[src/rtl/axi_rt_lite_cfg_seq_if.sv]
// AXI4-Lite write-only channel bundle between the configuration sequencer
// and the RT unit's configuration port.
interface axi_rt_lite_cfg_seq_if #(
   parameter int unsigned AddrWidth = 32,
   parameter int unsigned DataWidth = 32
);
   logic [AddrWidth-1:0]   awaddr;
   logic [2:0]             awprot;
   logic                   awvalid;
   logic                   awready;
   logic [DataWidth-1:0]   wdata;
   logic [DataWidth/8-1:0] wstrb;
   logic                   wvalid;
   logic                   wready;
   logic [1:0]             bresp;
   logic                   bvalid;
   logic                   bready;

   modport master (
      output awaddr, awprot, awvalid,
      input  awready,
      output wdata, wstrb, wvalid,
      input  wready,
      input  bresp, bvalid,
      output bready
   );

   modport slave (
      input  awaddr, awprot, awvalid,
      output awready,
      input  wdata, wstrb, wvalid,
      output wready,
      output bresp, bvalid,
      input  bready
   );
endinterface

[src/rtl/axi_rt_lite_cfg_seq.sv]
// Walks a configuration table and issues one AXI4-Lite write per entry,
// retrying error responses a bounded number of times before aborting.
module axi_rt_lite_cfg_seq #(
   parameter int unsigned AddrWidth  = 32,
   parameter int unsigned DataWidth  = 32,
   parameter int unsigned IdxWidth   = 6,
   parameter int unsigned MaxRetries = 2
) (
   input  logic                 clk_i,
   input  logic                 rst_i,
   input  logic                 start_i,
   input  logic [IdxWidth-1:0]  num_entries_i,
   output logic [IdxWidth-1:0]  tbl_idx_o,
   input  logic [AddrWidth-1:0] tbl_addr_i,
   input  logic [DataWidth-1:0] tbl_data_i,
   output logic                 busy_o,
   output logic                 done_o,
   output logic                 error_o,
   output logic [IdxWidth-1:0]  err_idx_o,
   axi_rt_lite_cfg_seq_if.master m_axi_lite
);
   localparam int unsigned RetryWidth = (MaxRetries > 0) ? $clog2(MaxRetries + 1) : 1;

   typedef enum logic [2:0] {S_IDLE, S_LOAD, S_ISSUE, S_RESP, S_DONE} state_t;

   state_t                r_state, w_state_nxt;
   logic [IdxWidth-1:0]   r_num, w_num_nxt;
   logic [IdxWidth-1:0]   r_idx, w_idx_nxt;
   logic [IdxWidth-1:0]   r_err_idx, w_err_idx_nxt;
   logic [RetryWidth-1:0] r_retry, w_retry_nxt;
   logic [AddrWidth-1:0]  r_awaddr, w_awaddr_nxt;
   logic [DataWidth-1:0]  r_wdata, w_wdata_nxt;
   logic                  r_awvalid, w_awvalid_nxt;
   logic                  r_wvalid, w_wvalid_nxt;
   logic                  r_error, w_error_nxt;
   logic [IdxWidth-1:0]   w_idx_inc;
   logic                  w_aw_ok, w_w_ok, w_bresp_err;

   assign w_idx_inc   = r_idx + IdxWidth'(1);
   // A channel is finished once its valid is gone or its handshake happens now.
   assign w_aw_ok     = !r_awvalid || m_axi_lite.awready;
   assign w_w_ok      = !r_wvalid  || m_axi_lite.wready;
   assign w_bresp_err = (m_axi_lite.bresp == 2'b10) || (m_axi_lite.bresp == 2'b11);

   always_comb begin
      w_state_nxt   = r_state;
      w_num_nxt     = r_num;
      w_idx_nxt     = r_idx;
      w_err_idx_nxt = r_err_idx;
      w_retry_nxt   = r_retry;
      w_awaddr_nxt  = r_awaddr;
      w_wdata_nxt   = r_wdata;
      w_awvalid_nxt = r_awvalid;
      w_wvalid_nxt  = r_wvalid;
      w_error_nxt   = r_error;
      case (r_state)
         S_IDLE: begin
            if (start_i) begin
               if (num_entries_i != '0) begin
                  w_num_nxt     = num_entries_i;
                  w_idx_nxt     = '0;
                  w_retry_nxt   = '0;
                  w_error_nxt   = 1'b0;
                  w_err_idx_nxt = '0;
                  w_state_nxt   = S_LOAD;
               end else begin
                  w_state_nxt = S_DONE;
               end
            end
         end
         S_LOAD: begin
            w_awaddr_nxt  = tbl_addr_i;
            w_wdata_nxt   = tbl_data_i;
            w_awvalid_nxt = 1'b1;
            w_wvalid_nxt  = 1'b1;
            w_state_nxt   = S_ISSUE;
         end
         S_ISSUE: begin
            if (r_awvalid && m_axi_lite.awready) w_awvalid_nxt = 1'b0;
            if (r_wvalid && m_axi_lite.wready)   w_wvalid_nxt  = 1'b0;
            if (w_aw_ok && w_w_ok)               w_state_nxt   = S_RESP;
         end
         S_RESP: begin
            if (m_axi_lite.bvalid) begin
               if (!w_bresp_err) begin
                  w_retry_nxt = '0;
                  w_idx_nxt   = w_idx_inc;
                  w_state_nxt = (w_idx_inc == r_num) ? S_DONE : S_LOAD;
               end else if (r_retry < RetryWidth'(MaxRetries)) begin
                  w_retry_nxt   = r_retry + RetryWidth'(1);
                  w_awvalid_nxt = 1'b1;
                  w_wvalid_nxt  = 1'b1;
                  w_state_nxt   = S_ISSUE;
               end else begin
                  w_retry_nxt   = '0;
                  w_error_nxt   = 1'b1;
                  w_err_idx_nxt = r_idx;
                  w_state_nxt   = S_DONE;
               end
            end
         end
         S_DONE:  w_state_nxt = S_IDLE;
         default: w_state_nxt = S_IDLE;
      endcase
   end

   always_ff @(posedge clk_i or posedge rst_i) begin
      if (rst_i) begin
         r_state   <= S_IDLE;
         r_num     <= '0;
         r_idx     <= '0;
         r_err_idx <= '0;
         r_retry   <= '0;
         r_awaddr  <= '0;
         r_wdata   <= '0;
         r_awvalid <= 1'b0;
         r_wvalid  <= 1'b0;
         r_error   <= 1'b0;
      end else begin
         r_state   <= w_state_nxt;
         r_num     <= w_num_nxt;
         r_idx     <= w_idx_nxt;
         r_err_idx <= w_err_idx_nxt;
         r_retry   <= w_retry_nxt;
         r_awaddr  <= w_awaddr_nxt;
         r_wdata   <= w_wdata_nxt;
         r_awvalid <= w_awvalid_nxt;
         r_wvalid  <= w_wvalid_nxt;
         r_error   <= w_error_nxt;
      end
   end

   assign tbl_idx_o = r_idx;
   assign busy_o    = (r_state != S_IDLE);
   assign done_o    = (r_state == S_DONE);
   assign error_o   = r_error;
   assign err_idx_o = r_err_idx;

   assign m_axi_lite.awaddr  = r_awaddr;
   assign m_axi_lite.awprot  = 3'b000;
   assign m_axi_lite.awvalid = r_awvalid;
   assign m_axi_lite.wdata   = r_wdata;
   assign m_axi_lite.wstrb   = '1;
   assign m_axi_lite.wvalid  = r_wvalid;
   assign m_axi_lite.bready  = (r_state == S_RESP);
endmodule

[src/flat_wrapper.sv]
// flat-port wrapper written by rule: the top's interface ports become plain ports
module axi_rt_lite_cfg_seq_flat 
#(
   parameter int unsigned AddrWidth  = 32,
   parameter int unsigned DataWidth  = 32,
   parameter int unsigned IdxWidth   = 6,
   parameter int unsigned MaxRetries = 2
)
  (clk_i, rst_i, start_i, num_entries_i, tbl_idx_o, tbl_addr_i, tbl_data_i, busy_o, done_o, error_o, err_idx_o, m_axi_lite_awaddr, m_axi_lite_awprot, m_axi_lite_awvalid, m_axi_lite_awready, m_axi_lite_wdata, m_axi_lite_wstrb, m_axi_lite_wvalid, m_axi_lite_wready, m_axi_lite_bresp, m_axi_lite_bvalid, m_axi_lite_bready);
  axi_rt_lite_cfg_seq_if #(.AddrWidth(AddrWidth), .DataWidth(DataWidth)) m_axi_lite_i ();
  input  logic clk_i;
  input  logic rst_i;
  input  logic start_i;
  input  logic [IdxWidth-1:0] num_entries_i;
  output logic [IdxWidth-1:0] tbl_idx_o;
  input  logic [AddrWidth-1:0] tbl_addr_i;
  input  logic [DataWidth-1:0] tbl_data_i;
  output logic busy_o;
  output logic done_o;
  output logic error_o;
  output logic [IdxWidth-1:0] err_idx_o;
  output wire logic [$bits(m_axi_lite_i.awaddr)-1:0] m_axi_lite_awaddr;
  output wire logic [$bits(m_axi_lite_i.awprot)-1:0] m_axi_lite_awprot;
  output wire logic [$bits(m_axi_lite_i.awvalid)-1:0] m_axi_lite_awvalid;
  input wire logic [$bits(m_axi_lite_i.awready)-1:0] m_axi_lite_awready;
  output wire logic [$bits(m_axi_lite_i.wdata)-1:0] m_axi_lite_wdata;
  output wire logic [$bits(m_axi_lite_i.wstrb)-1:0] m_axi_lite_wstrb;
  output wire logic [$bits(m_axi_lite_i.wvalid)-1:0] m_axi_lite_wvalid;
  input wire logic [$bits(m_axi_lite_i.wready)-1:0] m_axi_lite_wready;
  input wire logic [$bits(m_axi_lite_i.bresp)-1:0] m_axi_lite_bresp;
  input wire logic [$bits(m_axi_lite_i.bvalid)-1:0] m_axi_lite_bvalid;
  output wire logic [$bits(m_axi_lite_i.bready)-1:0] m_axi_lite_bready;
  assign m_axi_lite_awaddr = m_axi_lite_i.awaddr;
  assign m_axi_lite_awprot = m_axi_lite_i.awprot;
  assign m_axi_lite_awvalid = m_axi_lite_i.awvalid;
  assign m_axi_lite_i.awready = m_axi_lite_awready;
  assign m_axi_lite_wdata = m_axi_lite_i.wdata;
  assign m_axi_lite_wstrb = m_axi_lite_i.wstrb;
  assign m_axi_lite_wvalid = m_axi_lite_i.wvalid;
  assign m_axi_lite_i.wready = m_axi_lite_wready;
  assign m_axi_lite_i.bresp = m_axi_lite_bresp;
  assign m_axi_lite_i.bvalid = m_axi_lite_bvalid;
  assign m_axi_lite_bready = m_axi_lite_i.bready;
  axi_rt_lite_cfg_seq #(.AddrWidth(AddrWidth), .DataWidth(DataWidth), .IdxWidth(IdxWidth), .MaxRetries(MaxRetries)) u_core (.clk_i(clk_i), .rst_i(rst_i), .start_i(start_i), .num_entries_i(num_entries_i), .tbl_idx_o(tbl_idx_o), .tbl_addr_i(tbl_addr_i), .tbl_data_i(tbl_data_i), .busy_o(busy_o), .done_o(done_o), .error_o(error_o), .err_idx_o(err_idx_o), .m_axi_lite(m_axi_lite_i));
endmodule
[config.mk]
export PLATFORM = sky130hd
export DESIGN_NAME = axi_rt_lite_cfg_seq_flat
export DESIGN_NICKNAME = d
export VERILOG_FILES = /design/src/rtl/axi_rt_lite_cfg_seq_if.sv /design/src/rtl/axi_rt_lite_cfg_seq.sv /design/src/flat_wrapper.sv
export SDC_FILE = /design/constraint.sdc
export NUM_CORES = 1
export LEC_CHECK = 0
export ABC_AREA = 1
export CAP_MARGIN = 20
export CORE_MARGIN = 5
export CORE_UTILIZATION = 46
export DETAILED_ROUTE_END_ITERATION = 8
export GPL_TIMING_DRIVEN = 0
export PLACE_DENSITY_LB_ADDON = 0.05
export SKIP_CTS_REPAIR_TIMING = 1
export SLEW_MARGIN = 30
export SYNTH_ARGS = -nofsm -noshare
export SYNTH_HDL_FRONTEND = slang
export SYNTH_SLANG_ARGS = --single-unit
[constraint.sdc]
create_clock -name clk_i -period 5.7 [get_ports clk_i]
set_input_delay 1.14 -clock clk_i [delete_from_list [all_inputs] [get_ports clk_i]]
set_output_delay 1.14 -clock clk_i [all_outputs]
set_load 0.01 [all_outputs]
# ---- Yosys cells after proc, flatten, opt, wreduce, memory -nomap -nowiden
# Index checks and enable logic that the tools add are counted.
dict set report op_classes {
  reduce_logical 20
  mux 36
  multipliers 0
  bitwise 0
  div 0
  n_addsub 2
  n_eq_ne 17
  order_cmp 1
  n_shift 0
}
# op count
set ops {}
lappend ops {{2-to-1 mux 6 bit} 7}
lappend ops {{one-hot mux 6 bit (2 select lines)} 2}
lappend ops {{2-to-1 mux 3 bit} 7}
lappend ops {{AND reduction 5 bit} 3}
lappend ops {{inequality test 2 x 1 -> 1 bit (second input constant)} 6}
lappend ops {{one-hot mux 3 bit (4 select lines)} 1}
lappend ops {{2-to-1 mux 1 bit} 10}
lappend ops {{2-to-1 mux 2 bit} 5}
lappend ops {{inequality test 2 bit (second input constant)} 4}
lappend ops {{adder 6 x 1 -> 6 bit (second input constant)} 1}
lappend ops {{equality test 3 x 2 -> 1 bit (second input constant)} 2}
lappend ops {{equality test 6 bit} 1}
lappend ops {{one-hot mux 1 bit (3 select lines)} 2}
lappend ops {{AND reduction 3 bit} 2}
lappend ops {{AND reduction 6 bit} 1}
lappend ops {{nonzero test 3 bit} 2}
lappend ops {{nonzero test 6 bit} 1}
lappend ops {{equality test 2 bit (second input constant)} 2}
lappend ops {{one-hot mux 2 bit (2 select lines)} 1}
lappend ops {{AND reduction 4 bit} 1}
lappend ops {{equality test 3 x 1 -> 1 bit (second input constant)} 1}
lappend ops {{equality test 3 bit (second input constant)} 1}
lappend ops {{logical AND 1 bit} 3}
lappend ops {{logical NOT 3 bit} 1}
lappend ops {{6 further kinds} 9}
dict set report totals {
  latchBits 0
  in_bits 78
  ram_bits 0
  mem_count 0
  word_cells 86
  regBits 90
  romBits 0
}

# ---- Depth between registers and ports, before layout
dict set report depth {
  word_depth 6
  ltp_mapped 13
  ltp_nobuf 13
}

# ---- Least setup slack after synthesis
# OpenSTA, ideal clock, no wires.
dict set report synth_timing {
  path_kind {input -> register}
  start {input port num_entries_i[3]}
  end {register u_core.r_num[0]}
  path_stages 8
  setup_time_ps 77
  arrival_time_ps 1817
  n_path_buf 1
  setup_slack_ps 3806
  path_cell_list {nor2_1 > nand4_1 > nand2_1 > inv_1 > nand2_2 > buf_6 > nor2_1 > a21oi_1}
}
dict set report synth_between {
  elab_chain_len 2
}
# element line_no
set synth_rtl {}
lappend synth_rtl {{start, declared} flat_wrapper.sv:14} ;# input logic [IdxWidth-1:0] num_entries_i;
lappend synth_rtl {{nonzero test 6 bit} axi_rt_lite_cfg_seq.sv:59} ;# if (num_entries_i != '0) begin
lappend synth_rtl {{AND reduction 3 bit (no source line)} -}
lappend synth_rtl {{end signal, assigned} axi_rt_lite_cfg_seq.sv:121} ;# r_num <= w_num_nxt;
lappend synth_rtl {{end, declared} axi_rt_lite_cfg_seq.sv:27} ;# logic [IdxWidth-1:0] r_num, w_num_nxt;
# No other way between the ends.
# A chain may end at the register's enable or synchronous reset.

# ---- Worst setup path in the final report
dict set report layout_timing {
  start {register u_core.r_state[2]}
  end {output port m_axi_lite_bready}
}
dict set report layout_between {
  elab_chain_len 1
}
# element line_no
set layout_rtl {}
lappend layout_rtl {{start, declared} axi_rt_lite_cfg_seq.sv:26} ;# state_t r_state, w_state_nxt;
lappend layout_rtl {{start signal, assigned} axi_rt_lite_cfg_seq.sv:120} ;# r_state <= w_state_nxt;
lappend layout_rtl {{equality test 3 x 2 -> 1 bit} axi_rt_lite_cfg_seq.sv:145} ;# assign m_axi_lite.bready = (r_state == S_RESP);
lappend layout_rtl {{end, declared} flat_wrapper.sv:32} ;# output wire logic [$bits(m_axi_lite_i.bready)-1:0] m_axi_lite_bready;
# No other way between the ends.

==> impl_metrics.json <==
{
  "syn_inst": 341,
  "core_um2": 8260,
  "fmaxAchievable_ghz": 0.352,
  "ant_nets": 0,
  "grt_first_pass_wirelength_mm": 15.1,
  "synth_edf_count": 0,
  "globalplace.congestion": 0.855,
  "ios": 167,
  "grt_max_degree": 52,
  "cts_buffers": 9,
  "synth_area_um2": 3900,
  "vias_per_cell": 4.93,
  "finalHoldViolCount": 0,
  "grt-ovfl-total": 0,
  "max-cap-violations": 0,
  "ir_drop_v": 0.000262,
  "period_minus_slack_ns": 2.84,
  "die_y_um": 102,
  "synth_area_leaders": "dfrtp_1, mux2_2, nand2_1, inv_1, nor2_1",
  "outcome": "completed",
  "vias": 3088,
  "wire_per_inst_um": 15.4,
  "startpoint_type": "flop",
  "cts_tree": "built",
  "dp_hpwl_mm": 7.58,
  "post-route-drc-count": 0,
  "synth_ff_type": "dfrtp_1",
  "leakage_nw": 2.56,
  "worstPathRequired_ns": 4.56,
  "endpoint_kind": "output pin",
  "setup_tns_ns": 0,
  "die_area_um2": 10400,
  "finalSetupViolCount": 0,
  "slowest_stage": "clkdlybuf4s50_1",
  "synth_top_area_share_pct": 57.7,
  "rsz0062_at_grt": "no",
  "cp.arrival_ns": 1.70,
  "synth.ff_latch_count": 90,
  "nets": 595,
  "portBuffers": 158,
  "seq_area_frac_synth_pct": 57.7,
  "fp-row-count": 33,
  "syn_avg_cell_area_um2": 11.5,
  "wl_mm": 9.62,
  "synth_cell_type_count": 29,
  "synthArstFlopShare_pct": 100,
  "synth_area_leader_cell": "dfrtp_1",
  "fin_skew_ns": 0.00793,
  "grt_pass1_vias": 3040,
  "initial_core_util_pct": 47.3,
  "fillers": 644,
  "finalPower_mw": 2.98,
  "htree_levels": 3,
  "slew_viol_final": 0,
  "drive_gt1_share_pct": 20.7,
  "clockRootBuffer": "clkbuf_8",
  "crit_chain": "inv_2, nand3_4, inv_1, clkdlybuf4s50_1",
  "max_stage_delay_ns": 0.54,
  "clkLatencyLatePin_ns": 0.35,
  "post-route-period-util_pct": 49.8,
  "clkSinkCount": 90,
  "first_iter_violations": 80,
  "firstDrtPassIters": 4,
  "min-delay-path-class": "reg2reg",
  "grt.total_usage_pct": 18.9,
  "clk_path_buf_depth": 2,
  "crit_fanout": 10,
  "path_class": "reg2out",
  "dieWidth_um": 102,
  "antenna_found_initial": 0,
  "ys.warnings.count": 0,
  "cts.clk_slew.worst_paths_ns": 0.08,
  "antenna_cells": 0,
  "syn2layout_area_growth_pct": 49.5,
  "p_per_area_nw_per_um2": 511
}
## synth_stat cells (2+ instances only)
cell type	instances
nand2_1	47
buf_4	9
o21ai_1	2
nor2_1	23
o22ai_1	6
nand3_1	13
inv_2	4
inv_1	26
dfrtp_1	90
nor3_1	2
nand4_1	5
mux2_2	64
a21oi_1	9
buf_6	6
o21ai_0	17
nand2_2	4
conb_1	2
## final cells by class
type                       instances  area [um^2]  share of cell area, %
timing repair buffer             159         1610                   27.6
tap                              105          131                   2.25
inverter                          30          118                   2.01
multi-input combinational        210         1420                   24.3
clock inverter                     5         38.8                  0.664
clock buffer                      11          131                   2.25
sequential                        90         2250                   38.6
buffer                            16          140                   2.40
## worst paths after layout
path	start	end	slack, ns	cells past startpoint
max	u_core.r_state[2]$_DFFE_PP0P_	m_axi_lite_bready	2.86	4
min	u_core.error_o$_DFFE_PP0P_	u_core.error_o$_DFFE_PP0P_	0.51	2
max reg2reg	u_core.tbl_idx_o[1]$_DFFE_PP0P_	u_core.r_state[0]$_DFFE_PP0P_	4.04	12
min reg2reg	u_core.error_o$_DFFE_PP0P_	u_core.error_o$_DFFE_PP0P_	0.51	2
max in group asynchronous	rst_i	u_core.m_axi_lite.wdata[17]$_DFFE_PP0P_	3.98	3
min in group asynchronous	rst_i	u_core.m_axi_lite.awaddr[13]$_DFFE_PP0P_	1.15	2
## cells in the final DEF (no fill, tap or decap), types with 2 or more instances in the layout
cell / count
nor3_1: 2
clkdlybuf4s50_1: 158
clkinvlp_4: 4
inv_6: 2
nor2_1: 23
a21oi_1: 9
buf_4: 9
clkbuf_8: 9
dfrtp_1: 90
nand4_1: 5
mux2_2: 64
conb_1: 7
inv_1: 25
nand2_1: 47
clkbuf_1: 2
o21ai_0: 17
o22ai_1: 6
o21ai_1: 2
buf_6: 6
inv_2: 4
nand2_2: 4
nand3_1: 13
## metal layers
| metal | global-route usage, % | up-vias | share of wire (%) |
|---|---|---|---|
| met5 | 0 | - | 0 |
| met4 | 5.55 | 0 | 1.1 |
| met3 | 5.05 | 8 | 8.5 |
| met2 | 31.9 | 121 | 49 |
| met1 | 23.9 | 1479 | 41 |
| li1 | - | 1480 | - |
## logic make-up after synthesis
family                     count (synthesis)  share of synthesized area (%)
DFF                                       90                           57.7
other                                      2                          0.192
and+or+nand+nor                           98                           11.2
adders and majority gates                  1                          0.320
AOI/OAI and AO/OA                         40                           5.70
muxes                                     64                           18.5
buffers and inverters                     46                           6.47
## report_power, final
part | internal (mW) | total (mW) | switching [mW] | leakage (nW)
clock | 0.160 | 0.386 | 0.226 | 0.0722
sequential | 0.924 | 1.07 | 0.150 | 1.08
combinational | 0.888 | 1.52 | 0.636 | 1.40
total | 1.97 | 2.98 | 1.01 | 2.56
## state kept, by name, summed over array words and instances, names as in the netlist, 2 cells and up
name / flops
u_core.m_axi_lite.wdata: 32
u_core.m_axi_lite.awaddr: 32
u_core.r_state: 3
u_core.r_num: 6
u_core.err_idx_o: 6
u_core.tbl_idx_o: 6
u_core.r_retry: 2
## worst max-delay path, delay by kind of cell (launching register included)
kind                   cells  cell delay [ns]
buffers and inverters      3             0.79
and+or+nand+nor            1             0.14
DFF                        1             0.42
## per-stage QoR
step	utilization, %	instance area [um^2]	instances	hold WS (ns)	worst slack (ns)
after floorplan	-	3920	346	0.472	2.22
after global placement	68.3	5640	609	0.485	0.805
after global routing	70.7	5840	626	0.515	2.75
final	70.7	5840	626	0.508	2.86
after detailed placement	68.7	5670	610	0.492	3.15
after CTS	70.7	5840	626	0.512	2.84
Power figures use the tool's default switching activity.
